## config.mk

```make
export PLATFORM = sky130hd
export DESIGN_NAME = fetch_unit_flat
export DESIGN_NICKNAME = d
export VERILOG_FILES = /design/src/rtl/fetch_unit_if.sv /design/src/rtl/fetch_unit.sv /design/src/flat_wrapper.sv
export SDC_FILE = /design/constraint.sdc
export NUM_CORES = 1
export LEC_CHECK = 0
export BUFFER_PORTS_ARGS = -buffer_cell sky130_fd_sc_hd__buf_2
export CAP_MARGIN = 20
export CORE_MARGIN = 5
export CORE_UTILIZATION = 50
export CTS_CLUSTER_SIZE = 10
export DETAILED_ROUTE_END_ITERATION = 8
export HOLD_SLACK_MARGIN = 0.1
export PLACE_DENSITY = 0.87
export SLEW_MARGIN = 20
export SYNTH_ARGS = -nofsm -noshare
export SYNTH_HDL_FRONTEND = slang
export SYNTH_SLANG_ARGS = --single-unit
```

## constraint.sdc

```tcl
create_clock -name clk -period 1.75 [get_ports clk]
set_input_delay 0.35 -clock clk [delete_from_list [all_inputs] [get_ports clk]]
set_output_delay 0.35 -clock clk [all_outputs]
set_load 0.02 [all_outputs]
```

## src/rtl/fetch_unit_if.sv

```systemverilog
// Instruction-memory request/response bundle between fetch and imem.
// master = fetch stage, slave = instruction memory.
interface fetch_unit_if;
    logic        imem_req;
    logic [15:0] imem_addr;
    logic        imem_rdy;
    logic [15:0] imem_data;

    modport master (
        output imem_req,
        output imem_addr,
        input  imem_rdy,
        input  imem_data
    );

    modport slave (
        input  imem_req,
        input  imem_addr,
        output imem_rdy,
        output imem_data
    );
endinterface

```

## src/rtl/fetch_unit.sv

```systemverilog
// Instruction-fetch stage of the 16-bit WISC core: PC, imem requests,
// output register plus one-entry skid buffer, redirect and HLT handling.
module fetch_unit #(
    parameter logic [15:0] RESET_PC    = 16'h0000,
    parameter logic [3:0]  HALT_OPCODE = 4'hF,
    parameter logic [15:0] PC_STEP     = 16'd2
) (
    input  logic                clk,
    input  logic                rst,
    input  logic                stall_i,
    input  logic                redirect_i,
    input  logic [15:0]         redirect_pc_i,
    fetch_unit_if.master        imem,
    output logic                inst_valid_o,
    output logic [15:0]         inst_o,
    output logic [15:0]         inst_pc_o,
    output logic [15:0]         inst_pc_next_o,
    output logic                hlt_o
);

    typedef enum logic [1:0] {
        S_IDLE,
        S_BUSY,
        S_SQUASH,
        S_HALTED
    } state_t;

    state_t      state_q, state_d;
    logic [15:0] pc_q, pc_d;
    logic [15:0] sq_addr_q, sq_addr_d;
    logic        out_v_q, out_v_d;
    logic [15:0] out_inst_q, out_inst_d;
    logic [15:0] out_pc_q, out_pc_d;
    logic [15:0] out_pcn_q, out_pcn_d;
    logic        skid_v_q, skid_v_d;
    logic [15:0] skid_inst_q, skid_inst_d;
    logic [15:0] skid_pc_q, skid_pc_d;
    logic        hlt_q, hlt_d;

    logic        accept;
    logic        slot_free;
    logic        fetching;
    logic        req;
    logic        is_hlt;

    // Handshake terms; a request is live in IDLE (skid empty), BUSY and SQUASH.
    always_comb begin
        accept    = out_v_q & ~stall_i;
        slot_free = ~out_v_q | accept;
        fetching  = (state_q == S_BUSY) |
                    ((state_q == S_IDLE) & ~skid_v_q);
        req       = ~rst & (fetching | (state_q == S_SQUASH));
        is_hlt    = (imem.imem_data[15:12] == HALT_OPCODE);
    end

    assign imem.imem_req  = req;
    assign imem.imem_addr = (state_q == S_SQUASH) ? sq_addr_q : pc_q;

    assign inst_valid_o   = out_v_q;
    assign inst_o         = out_inst_q;
    assign inst_pc_o      = out_pc_q;
    assign inst_pc_next_o = out_pcn_q;
    assign hlt_o          = hlt_q;

    // Next-state: drain to decode, then redirect, squash or capture a response.
    always_comb begin
        state_d     = state_q;
        pc_d        = pc_q;
        sq_addr_d   = sq_addr_q;
        out_v_d     = out_v_q;
        out_inst_d  = out_inst_q;
        out_pc_d    = out_pc_q;
        out_pcn_d   = out_pcn_q;
        skid_v_d    = skid_v_q;
        skid_inst_d = skid_inst_q;
        skid_pc_d   = skid_pc_q;
        hlt_d       = hlt_q;

        if (accept) begin
            if (skid_v_q) begin
                out_inst_d = skid_inst_q;
                out_pc_d   = skid_pc_q;
                out_pcn_d  = skid_pc_q + PC_STEP;
                skid_v_d   = 1'b0;
            end else begin
                out_v_d = 1'b0;
            end
        end

        if (redirect_i) begin
            out_v_d  = 1'b0;
            skid_v_d = 1'b0;
            hlt_d    = 1'b0;
            pc_d     = redirect_pc_i;
            if (req & ~imem.imem_rdy) begin
                state_d = S_SQUASH;
                if (state_q != S_SQUASH) begin
                    sq_addr_d = pc_q;
                end
            end else begin
                state_d = S_IDLE;
            end
        end else if (state_q == S_SQUASH) begin
            if (imem.imem_rdy) begin
                state_d = S_IDLE;
            end
        end else if (fetching & imem.imem_rdy) begin
            pc_d = pc_q + PC_STEP;
            if (slot_free) begin
                out_v_d    = 1'b1;
                out_inst_d = imem.imem_data;
                out_pc_d   = pc_q;
                out_pcn_d  = pc_q + PC_STEP;
            end else begin
                skid_v_d    = 1'b1;
                skid_inst_d = imem.imem_data;
                skid_pc_d   = pc_q;
            end
            if (is_hlt) begin
                state_d = S_HALTED;
                hlt_d   = 1'b1;
            end else if (~slot_free) begin
                state_d = S_IDLE;
            end else begin
                state_d = S_BUSY;
            end
        end else if (fetching) begin
            state_d = S_BUSY;
        end
    end

    // State register with synchronous reset.
    always_ff @(posedge clk) begin
        if (rst) begin
            state_q     <= S_IDLE;
            pc_q        <= RESET_PC;
            sq_addr_q   <= 16'h0000;
            out_v_q     <= 1'b0;
            out_inst_q  <= 16'h0000;
            out_pc_q    <= 16'h0000;
            out_pcn_q   <= 16'h0000;
            skid_v_q    <= 1'b0;
            skid_inst_q <= 16'h0000;
            skid_pc_q   <= 16'h0000;
            hlt_q       <= 1'b0;
        end else begin
            state_q     <= state_d;
            pc_q        <= pc_d;
            sq_addr_q   <= sq_addr_d;
            out_v_q     <= out_v_d;
            out_inst_q  <= out_inst_d;
            out_pc_q    <= out_pc_d;
            out_pcn_q   <= out_pcn_d;
            skid_v_q    <= skid_v_d;
            skid_inst_q <= skid_inst_d;
            skid_pc_q   <= skid_pc_d;
            hlt_q       <= hlt_d;
        end
    end

endmodule

```

## src/flat_wrapper.sv

```systemverilog
// flat-port wrapper written by rule: the top's interface ports become plain ports
module fetch_unit_flat 
#(
    parameter logic [15:0] RESET_PC    = 16'h0000,
    parameter logic [3:0]  HALT_OPCODE = 4'hF,
    parameter logic [15:0] PC_STEP     = 16'd2
)
  (clk, rst, stall_i, redirect_i, redirect_pc_i, inst_valid_o, inst_o, inst_pc_o, inst_pc_next_o, hlt_o, imem_imem_req, imem_imem_addr, imem_imem_rdy, imem_imem_data);
  fetch_unit_if imem_i ();
  input  logic clk;
  input  logic rst;
  input  logic stall_i;
  input  logic redirect_i;
  input  logic [15:0] redirect_pc_i;
  output logic inst_valid_o;
  output logic [15:0] inst_o;
  output logic [15:0] inst_pc_o;
  output logic [15:0] inst_pc_next_o;
  output logic hlt_o;
  output wire logic [$bits(imem_i.imem_req)-1:0] imem_imem_req;
  output wire logic [$bits(imem_i.imem_addr)-1:0] imem_imem_addr;
  input wire logic [$bits(imem_i.imem_rdy)-1:0] imem_imem_rdy;
  input wire logic [$bits(imem_i.imem_data)-1:0] imem_imem_data;
  assign imem_imem_req = imem_i.imem_req;
  assign imem_imem_addr = imem_i.imem_addr;
  assign imem_i.imem_rdy = imem_imem_rdy;
  assign imem_i.imem_data = imem_imem_data;
  fetch_unit #(.RESET_PC(RESET_PC), .HALT_OPCODE(HALT_OPCODE), .PC_STEP(PC_STEP)) u_core (.clk(clk), .rst(rst), .stall_i(stall_i), .redirect_i(redirect_i), .redirect_pc_i(redirect_pc_i), .imem(imem_i), .inst_valid_o(inst_valid_o), .inst_o(inst_o), .inst_pc_o(inst_pc_o), .inst_pc_next_o(inst_pc_next_o), .hlt_o(hlt_o));
endmodule
```

Yosys cells after proc, flatten, opt, wreduce, memory -nomap -nowiden
Index checks and enable logic that the tools add are counted.
{"block": "classes", "n_eq_ne": 6, "bitwise": 16, "addsub": 2, "reduce_logical": 9, "muxes": 39}
{"op": "$mux 16", "count": 22}
{"op": "$add 16x2->16 const B", "count": 2}
{"op": "$mux 2", "count": 7}
{"op": "$mux 1", "count": 10}
{"op": "$not 1->1", "count": 8}
{"op": "$reduce_and 3->1", "count": 2}
{"op": "$and 1x1->1", "count": 5}
{"op": "$eq 4x4->1 const B", "count": 1}
{"op": "$ne 2x2->1 const B", "count": 2}
{"op": "$reduce_and 2->1", "count": 2}
{"op": "$reduce_and 4->1", "count": 1}
{"op": "$reduce_bool 4->1", "count": 1}
{"op": "$ne 3x3->1 const B", "count": 1}
{"op": "$or 1x1->1", "count": 3}
{"op": "$eq 2x1->1 const B", "count": 1}
{"op": "$eq 2x2->1 const B", "count": 1}
{"op": "$logic_not 2->1", "count": 1}
{"op": "$reduce_bool 2->1", "count": 1}
{"op": "$reduce_or 2->1", "count": 1}
{"block": "word_totals", "output_inout_bits": 67, "reg_bits": 117}

Longest topological paths before layout
Gate-level depths: netlist of run 1.
{"block": "depth", "depth_word": 8, "mapped_depth": 7, "mapped_depth_nobuf": 6}

Worst setup path after synthesis of run 1
OpenSTA, ideal clock, no wires.
{"block": "synth_timing", "path_kind": "register to output", "from": "register u_core.state_q[0]", "to": "output port imem_imem_addr[10]", "path_stages_with_launch": 5, "setup_slack_ns": -0.046, "path_buffers": 2, "arrival_ns": 1.446, "path_cell_list": "dfxtp_1 > nand2b_1 > buf_2 > buf_1 > mux2_2"}
{"block": "synth_between", "elab_chain_len": 2}
{"item": "start: declaration", "line_no": "fetch_unit.sv:28", "rtl": "state_t state_q, state_d;"}
{"item": "start signal: assignment", "line_no": "fetch_unit.sv:147", "rtl": "state_q <= state_d;"}
{"item": "$eq 2x2->1", "line_no": "fetch_unit.sv:57", "rtl": "assign imem.imem_addr = (state_q == S_SQUASH) ? sq_addr_q : pc_q;"}
{"item": "$mux 16", "line_no": "fetch_unit.sv:57"}
{"item": "end: declaration", "line_no": "flat_wrapper.sv:21", "rtl": "output wire logic [$bits(imem_i.imem_addr)-1:0] imem_imem_addr;"}
Every way passes these cells.

Worst setup path after layout of run 1
{"block": "layout_timing", "from": "register u_core.state_q[0]", "to": "output port imem_imem_addr[15]"}
Same word-level chain as after synthesis.

==> results of run 1 <==
[metal layers]
metal  vias to the layer above  share of wire [%]  routed length [um]  track usage (%)
met5                         -                  0                   0                0
met4                         0                6.4                1280             13.3
met3                       122                 11                2160             5.84
met2                       486                 46                9230             43.1
met1                      2783                 37                7420             33.2
li1                       2648                  -                   -                -
[final cells by class]
type / instances / area [sq um] / area share [%]
clock inverter: 15 / 168 / 2.17
clock buffer: 17 / 414 / 5.37
timing repair buffer: 193 / 1540 / 19.9
sequential: 117 / 2350 / 30.5
multi-input combinational: 495 / 3040 / 39.4
antenna: 1 / 2.50 / 0.0325
tap: 140 / 175 / 2.27
inverter: 5 / 18.8 / 0.243
[critical path, stage by stage (launching register included)]
cell,delay (ns)
dfxtp_4,0.34
nand2b_4,0.19
clkbuf_16,0.19
mux2_4,0.34
buf_6,0.14
[synth_stat cells, types with 2 or more instances]
master,count,area (sq um)
dfxtp_1,117,2340
nand3_1,12,60.1
xnor2_1,21,184
nor2_1,85,319
nor4_1,4,25.0
a2111oi_0,3,26.3
nand4_1,10,62.6
nor4_4,2,42.5
nand2b_1,5,31.3
mux2_2,16,180
a21oi_1,45,225
clkbuf_1,49,184
o21ai_0,10,50.1
o21bai_1,2,15.0
buf_4,3,22.5
o32ai_1,6,52.6
nand2_1,156,586
a211oi_1,15,113
mux2i_1,17,170
buf_2,8,40.0
inv_1,5,18.8
o211ai_1,2,15.0
xor2_1,18,158
a311oi_1,34,298
and3_1,2,12.5
nor3_1,7,35.0
and4_1,5,43.8
ha_1,2,25.0
[worst paths after layout]
kind / from / to / slack, ns / cells after the start
min: redirect_pc_i[5] / u_core.pc_q[5] / 0.10 / 3
max reg2reg: u_core.pc_q[2] / u_core.inst_pc_next_o[15] / -0.28 / 7
min reg2reg: u_core.skid_inst_q[8] / u_core.skid_inst_q[8] / 0.46 / 2
max: u_core.state_q[0] / imem_imem_addr[15] / -0.34 / 4
[timing repair]
item                                    in CTS  in global routing
gates cloned                                 1                  5
endpoints found under the hold margin       24                  0
hold buffers                                24                  0
setup buffers                                3                  4
resized for setup                           29                 56
endpoints found under the setup margin      18                 60
pin swaps                                    0                  5
[cells by family after synthesis]
kind of cell / after synthesis / synth area share, %
and+or+nand+nor: 298 / 23.9
AOI/OAI and AO/OA: 123 / 15.4
DFF: 117 / 42.6
buffers and inverters: 67 / 4.99
xor gates and xnor gates: 39 / 6.21
muxes: 33 / 6.37
adders and majority gates: 2 / 0.455
[per-stage QoR]
| step | total power, mW | TNS (ns) |
|---|---|---|
| finish | 7.39 | -5.24 |
| global route | 7.58 | -6.36 |
| CTS | 7.23 | -4.54 |
| detailed placement | 3.74 | -0.0129 |
| global placement | 3.73 | 0 |
| floorplan | 3.42 | 0 |
[report_power, final]
part	switching [mW]	leakage (nW)	internal [mW]	total [mW]
Clock	1.42	0.281	2.06	3.48
Sequential	0.104	0.957	2.78	2.88
Combinational	0.587	1.89	0.444	1.03
[flip-flops by register name, summed over array words and instances (netlist names), named ones only]
register	cells
u_core.inst_o	16
u_core.sq_addr_q	16
u_core.skid_inst_q	16
u_core.inst_pc_o	16
u_core.pc_q	16
u_core.inst_pc_next_o	16
u_core.inst_valid_o	1
u_core.skid_pc_q	16
u_core.state_q	2
u_core.hlt_o	1
==> flow_summary.json, run 1 <==
{
  "leakagePower_nw": 3.12,
  "utilization_pct": 71.4,
  "start_util_pct": 50.9,
  "path_class": "flip-flop to output port",
  "whs_ns": 0.101,
  "ir_worst_vdd_v": 0.000767,
  "finalMaxSlewViolations": 0,
  "via_per_inst": 6.14,
  "clkLatencyLatePin_ns": 0.54,
  "antenna_left": 0,
  "yosys_register_bits": 117,
  "grt.overflow.total": 0,
  "port_buffers": 103,
  "finalInstanceArea_sq_um": 7710,
  "fillCellCount": 710,
  "drt_pass1_iterations": 7,
  "syn_area_sq_um": 5500,
  "fin_crit_ns": 2.09,
  "wl_per_cell_um": 20.4,
  "antenna_found_initial": 1,
  "slew_headroom_pct": 64.7,
  "dp_slack_ns": -0.0129,
  "synth_nets": 718,
  "fin_ws_ns": -0.344,
  "worstSetupEndpointType": "output port",
  "min_path_type": "input pin to flip-flop",
  "clk_pin_slew_worst_paths_ns": 0.07,
  "ys_seq_area_share_pct": 42.6,
  "dpl.hpwl_mm": 10.5,
  "grt_pass1_vias": 5533,
  "final_common_cell": "nand2_1",
  "dp.cells": 913,
  "grt_first_pass_wirelength_mm": 27.9,
  "yosys_most_used_dff": "dfxtp_1",
  "cts_max_level": 4,
  "status": "finished with violations",
  "required_ns": 1.40,
  "synthArstFlopShare_pct": 0,
  "nNetsFinal": 868,
  "yosysWarningCount": 0,
  "cts.sinks": 117,
  "crit_arrival_ns": 1.74,
  "coreArea_sq_um": 10800,
  "drc": 0,
  "start_kind": "flip-flop",
  "vias": 6039,
  "numCtsBuffers": 17,
  "crit_fanout": 4,
  "syn2layout_area_growth_pct": 40.2,
  "cts_tree": "yes",
  "setup_violations": 21,
  "fp.dieH_um": 115,
  "worst_pin_slew_ns": 0.527,
  "grt_max_degree": 87,
  "ios": 104,
  "clock-root-buffer": "clkbuf_8",
  "drv_cap": 0,
  "fin_skew_ns": 0.0107,
  "cellPowerDensity_nw_per_um2": 959,
  "synth_edf_count": 0,
  "rsz0062_at_grt": "true",
  "violations": "setup timing",
  "fmax_mhz": 477,
  "place_congestion": 0.973,
  "dieArea_sq_um": 13200,
  "fp-row-count": 38,
  "synth_cell_type_count": 46,
  "final_cell_count_no_fill": 983,
  "layout_common_cells": "154 x nand2_1, 111 x dfxtp_1, 86 x buf_2",
  "synth_cells": 679,
  "first_iter_violations": 880,
  "layout-drive-gt1-share_pct": 30.0,
  "avgSynthCellArea_sq_um": 8.10,
  "clock_path_buffers": 2,
  "grt.total_usage_pct": 26.5,
  "die_w_um": 115,
  "wl_mm": 20.1,
  "place_area_sq_um": 6430,
  "post-route-period-util_pct": 120,
  "timing.final.hold_violations": 0
}
Power figures use the tool's default switching activity.
==> run 2: changes to the inputs <==
CELL_PAD_IN_SITES_DETAIL_PLACEMENT = 0   (was unset)
CELL_PAD_IN_SITES_GLOBAL_PLACEMENT = 2   (was unset)
CORE_UTILIZATION = 29   (was 50)
==> flow_summary.json, run 2 (synthesis results as in run 1) <==
{
  "status": "finished with violations",
  "violations": "setup timing",
  "vias": 5317,
  "wl_mm": 17.7,
  "multi_input_area_sq_um": 3110,
  "numCtsBuffers": 17,
  "cellPowerDensity_nw_per_um2": 929,
  "busiest_layer": "met2",
  "r2r_slack_ns": -0.05,
  "clk_pin_slew_worst_paths_ns": 0.06,
  "total_power_mw": 7.13,
  "fmax_mhz": 531,
  "fillCellCount": 1862,
  "hold_buffers": 0,
  "post-route-period-util_pct": 108,
  "drc": 0,
  "reg2reg_from": "u_core.state_q[0]",
  "grt_max_degree": 55,
  "leakagePower_nw": 3.05,
  "antenna_found_initial": 0,
  "cts.sinks": 117,
  "fin_skew_ns": 0.0105,
  "utilization_pct": 41.0,
  "syn2layout_area_growth_pct": 39.6,
  "place_area_sq_um": 6640,
  "die_w_um": 148,
  "worst_pin_slew_ns": 0.675,
  "cts_max_level": 4,
  "setup_violations": 38,
  "fin_crit_ns": 1.88,
  "layout-drive-gt1-share_pct": 32.9,
  "dpl.hpwl_mm": 11.8,
  "ir_worst_vdd_v": 0.000706,
  "required_ns": 1.40,
  "finalMaxSlewViolations": 0,
  "path_class": "flip-flop to output port",
  "clkLatencyLatePin_ns": 0.42,
  "hp-start": "imem_imem_data[3]",
  "place_congestion": 0.804,
  "ios": 104,
  "dieArea_sq_um": 21800,
  "wl_per_cell_um": 16.7,
  "whs_ns": 0.173,
  "port_buffers": 103,
  "layout_common_cells": "149 x nand2_1, 113 x dfxtp_1, 85 x buf_2",
  "clock_path_buffers": 2,
  "first_iter_violations": 326,
  "coreArea_sq_um": 18700,
  "start_util_pct": 29.4,
  "start_kind": "flip-flop",
  "crit_arrival_ns": 1.53,
  "worstSetupEndpointType": "output port",
  "slew_headroom_pct": 55.0,
  "holdPathEnd": "u_core.skid_inst_q[3]",
  "antenna_left": 0,
  "timing.final.hold_violations": 0,
  "drv_cap": 0,
  "regArea_sq_um": 2350,
  "rr_endpoint": "u_core.skid_pc_q[11]",
  "dp.cells": 1017,
  "grt_use_met2_pct": 25.4,
  "crit_fanout": 4,
  "gr-usage-met1_pct": 21.1,
  "cts_tree": "yes",
  "final_common_cell": "nand2_1",
  "clock-root-buffer": "clkbuf_16",
  "drt_pass1_iterations": 4,
  "grt.total_usage_pct": 15.8,
  "final_cell_count_no_fill": 1058,
  "global_route.usage.met3_pct": 4.29,
  "grt.overflow.total": 0,
  "grt_first_pass_wirelength_mm": 27.6,
  "via_per_inst": 5.03,
  "fin_ws_ns": -0.134,
  "finalInstanceArea_sq_um": 7670,
  "grt_pass1_vias": 5121,
  "fp-row-count": 50,
  "min_path_type": "input pin to flip-flop",
  "fp.dieH_um": 148,
  "rsz0062_at_grt": "true",
  "nNetsFinal": 850,
  "reg2regPathDepth": 10,
  "min_path_cells": 3,
  "antennaDiodeCount": 0
}
## run 2: changes by cell type in the layout (fill, tap and decap cells not counted), sizes merged
cell	before	now
diode	1	0
clkbuf	21	23
bufinv	2	1
clkinvlp	2	5
inv	12	6
dlygate4sd3	24	0
clkinv	4	5
buf	165	172
## run 2: worst max-delay path, cell delays in order (launching register included)
cell       delay, ns
dfxtp_2         0.32
nand2b_4        0.19
clkbuf_16       0.18
mux2_4          0.30
buf_6           0.13
## run 2: worst max-delay path by stage
stage	from	endpoint	slack [ns]	cells after the start
CTS	u_core.state_q[0]	imem_imem_addr[5]	-0.19	4
global placement	imem_imem_rdy	u_core.pc_q[11]	0.08	6
floorplan	u_core.pc_q[2]	u_core.pc_q[11]	0.05	5
finish	u_core.state_q[0]	imem_imem_addr[12]	-0.13	4
global route	u_core.state_q[0]	imem_imem_addr[3]	-0.18	4
detailed placement	imem_imem_rdy	u_core.pc_q[11]	0.03	6
## run 2: area by class of cell
type	count	area share [%]
Multi-Input combinational cell	495	40.6
Sequential cell	117	30.6
Timing Repair Buffer	175	17.4
Clock buffer	20	5.95
Tap cell	234	3.82
Clock inverter	12	1.37
Inverter	5	0.245
## run 2: repair_timing
item	in CTS	in global routing
gates resized for setup	30	66
gates cloned	1	3
buffers inserted	3	2
pin swaps	1	2
setup endpoints to repair	17	29
## run 2: report_power, final
group          switching (mW)  internal (mW)  total (mW)
Clock                    1.29           2.02        3.30
Sequential             0.0840           2.78        2.86
Combinational           0.545          0.411       0.957
## run 2: through the flow
stage               TNS, ns  worst slack (ns)
floorplan                 0            0.0519
global placement          0            0.0786
detailed placement        0            0.0337
CTS                   -2.62            -0.194
global route          -6.50            -0.182
finish                -2.47            -0.134
## run 2: metal layers
layer  up-vias  share of wire [%]
met5         -                  0
met2       121                 46
li1       2624                  -
met1      2560                 48
met4         0                1.1
met3        12                4.8
==> run 3: changes to the inputs <==
BUFFER_PORTS_ARGS = -buffer_cell sky130_fd_sc_hd__buf_4   (was -buffer_cell sky130_fd_sc_hd__buf_2)
SLEW_MARGIN = 0   (was 20)
==> flow_summary.json, run 3 (synthesis results as in run 1) <==
{
  "hp-start": "redirect_pc_i[0]",
  "coreArea_sq_um": 18700,
  "path_delay_family": "flip-flops",
  "p_clk_share_pct": 46.7,
  "required_ns": 1.40,
  "place_congestion": 0.842,
  "critical_path.max_stage_delay_ns": 0.33,
  "nNetsFinal": 856,
  "internal_power_mw": 5.38,
  "rsz0062_at_grt": "true",
  "grt_max_degree": 86,
  "whs_ns": 0.181,
  "fmax_mhz": 525,
  "post-route-period-util_pct": 109,
  "reg2reg_from": "u_core.state_q[0]",
  "final_common_cell": "nand2_1",
  "crit_fanout": 4,
  "drt_pass1_iterations": 5,
  "hold_buffers": 0,
  "wl_mm": 18.0,
  "clkLatencyLatePin_ns": 0.42,
  "fp-row-count": 50,
  "syn2layout_area_growth_pct": 44.4,
  "antenna_found_initial": 0,
  "cp.depth": 4,
  "cts_max_level": 4,
  "grt_first_pass_wirelength_mm": 27.4,
  "comb_power_share_pct": 14.3,
  "fp.dieH_um": 148,
  "path_class": "flip-flop to output port",
  "holdPathEnd": "u_core.pc_q[0]",
  "via_per_inst": 5.00,
  "vias": 5325,
  "cts_tree": "yes",
  "start_util_pct": 29.4,
  "clock_path_buffers": 2,
  "grt.total_usage_pct": 15.7,
  "status": "finished with violations",
  "cpMaxStageDelayCell": "dfxtp_2",
  "port_buffers": 103,
  "drc": 0,
  "slew_headroom_pct": 67.7,
  "reg2regPathDepth": 7,
  "path_cells": "nand2b_4 > clkbuf_16 > mux2_4 > buf_6",
  "rr_endpoint": "u_core.pc_q[11]",
  "utilization_pct": 42.4,
  "clk_pin_slew_worst_paths_ns": 0.05,
  "dieArea_sq_um": 21800,
  "start_kind": "flip-flop",
  "worstSetupEndpointType": "output port",
  "fin_crit_ns": 1.90,
  "cellPowerDensity_nw_per_um2": 927,
  "ios": 104,
  "dpl.hpwl_mm": 11.5,
  "dp_slack_ns": 0.0490,
  "leakagePower_nw": 3.13,
  "grt.overflow.total": 0,
  "layout_common_cells": "156 x nand2_1, 146 x buf_4, 114 x dfxtp_1",
  "cts.sinks": 117,
  "power_frac_seq_pct": 39.0,
  "wl_per_cell_um": 17.0,
  "min_path_type": "input pin to flip-flop",
  "first_iter_violations": 324,
  "finalMaxSlewViolations": 0,
  "violations": "setup timing",
  "timing.final.hold_violations": 0,
  "clock-root-buffer": "clkbuf_16",
  "tns_ns": -2.10,
  "die_w_um": 148,
  "ir_worst_vdd_v": 0.000758,
  "total_power_mw": 7.36,
  "r2r_slack_ns": 0,
  "swShare_pct": 27.0,
  "numCtsBuffers": 17,
  "min_path_cells": 3,
  "drv_cap": 0,
  "setup_violations": 17,
  "fin_ws_ns": -0.154,
  "crit_arrival_ns": 1.55,
  "antennaDiodeCount": 0,
  "timing.critical_path.buf_inv": 2,
  "fin_skew_ns": 0.00980,
  "layout-drive-gt1-share_pct": 30.8,
  "p_sw_mw": 1.99,
  "antenna_left": 0,
  "worst_pin_slew_ns": 0.472,
  "fillCellCount": 1851,
  "grt_pass1_vias": 5039
}
-- run 3: cell types whose count changed in the layout (fill, tap and decap cells not counted), sizes merged --
cell	before	now
bufinv	1	2
clkinvlp	5	7
clkbuf	23	22
buf	172	176
-- run 3: worst register-to-register path: stages (launching register included) --
cell	delay, ns
dfxtp_2	0.33
buf_4	0.14
nand2b_4	0.14
buf_4	0.12
nand2_4	0.07
or4_4	0.54
xor2_1	0.17
a211oi_2	0.20
-- run 3: worst max path at each step --
stage | startpoint | end | slack, ns
final | u_core.state_q[0] | imem_imem_addr[5] | -0.15
after global routing | u_core.state_q[0] | imem_imem_addr[5] | -0.18
after CTS | u_core.state_q[0] | imem_imem_addr[7] | -0.18
after detailed placement | imem_imem_rdy | u_core.inst_pc_o[12] | 0.05
after global placement | u_core.pc_q[10] | u_core.inst_pc_next_o[15] | 0.07
after floorplan | u_core.pc_q[2] | u_core.pc_q[11] | 0.05
-- run 3: final cells by class --
| cell class | instances | area (sq um) | area share, % |
|---|---|---|---|
| Clock buffer | 17 | 425 | 5.36 |
| Clock inverter | 15 | 158 | 1.99 |
| Inverter | 5 | 18.8 | 0.236 |
| Multi-Input combinational cell | 495 | 3040 | 38.3 |
| Sequential cell | 117 | 2350 | 29.6 |
| Tap cell | 234 | 293 | 3.69 |
| Timing Repair Buffer | 181 | 1650 | 20.8 |
-- run 3: power groups by stage --
stage,registers (mW),logic [mW],clock network (mW)
5_1_grt,2.88,1.13,3.62
6_report,2.87,1.05,3.44
3_5_place_dp,2.92,0.937,0
2_1_floorplan,2.98,0.437,0
4_1_cts,2.87,0.998,3.50
3_3_place_gp,2.92,0.938,0
-- run 3: what timing repair did --
action	in CTS	in global routing
resized for setup	33	28
pin swaps	2	3
setup buffers	5	9
endpoints found under the setup margin	17	47
gates cloned	1	5
-- run 3: through the flow --
step | cell area, sq um | instances
floorplan | 5500 | 679
global placement | 6870 | 1012
detailed placement | 6870 | 1012
CTS | 7640 | 1050
global route | 7940 | 1064
finish | 7940 | 1064
-- run 3: metal layers --
layer	vias up	routed length, um	track usage [%]
li1	2622	-	-
met1	2546	8690	21.2
met2	140	8320	24.8
met3	17	874	3.99
met4	0	159	4.66
met5	-	0	0
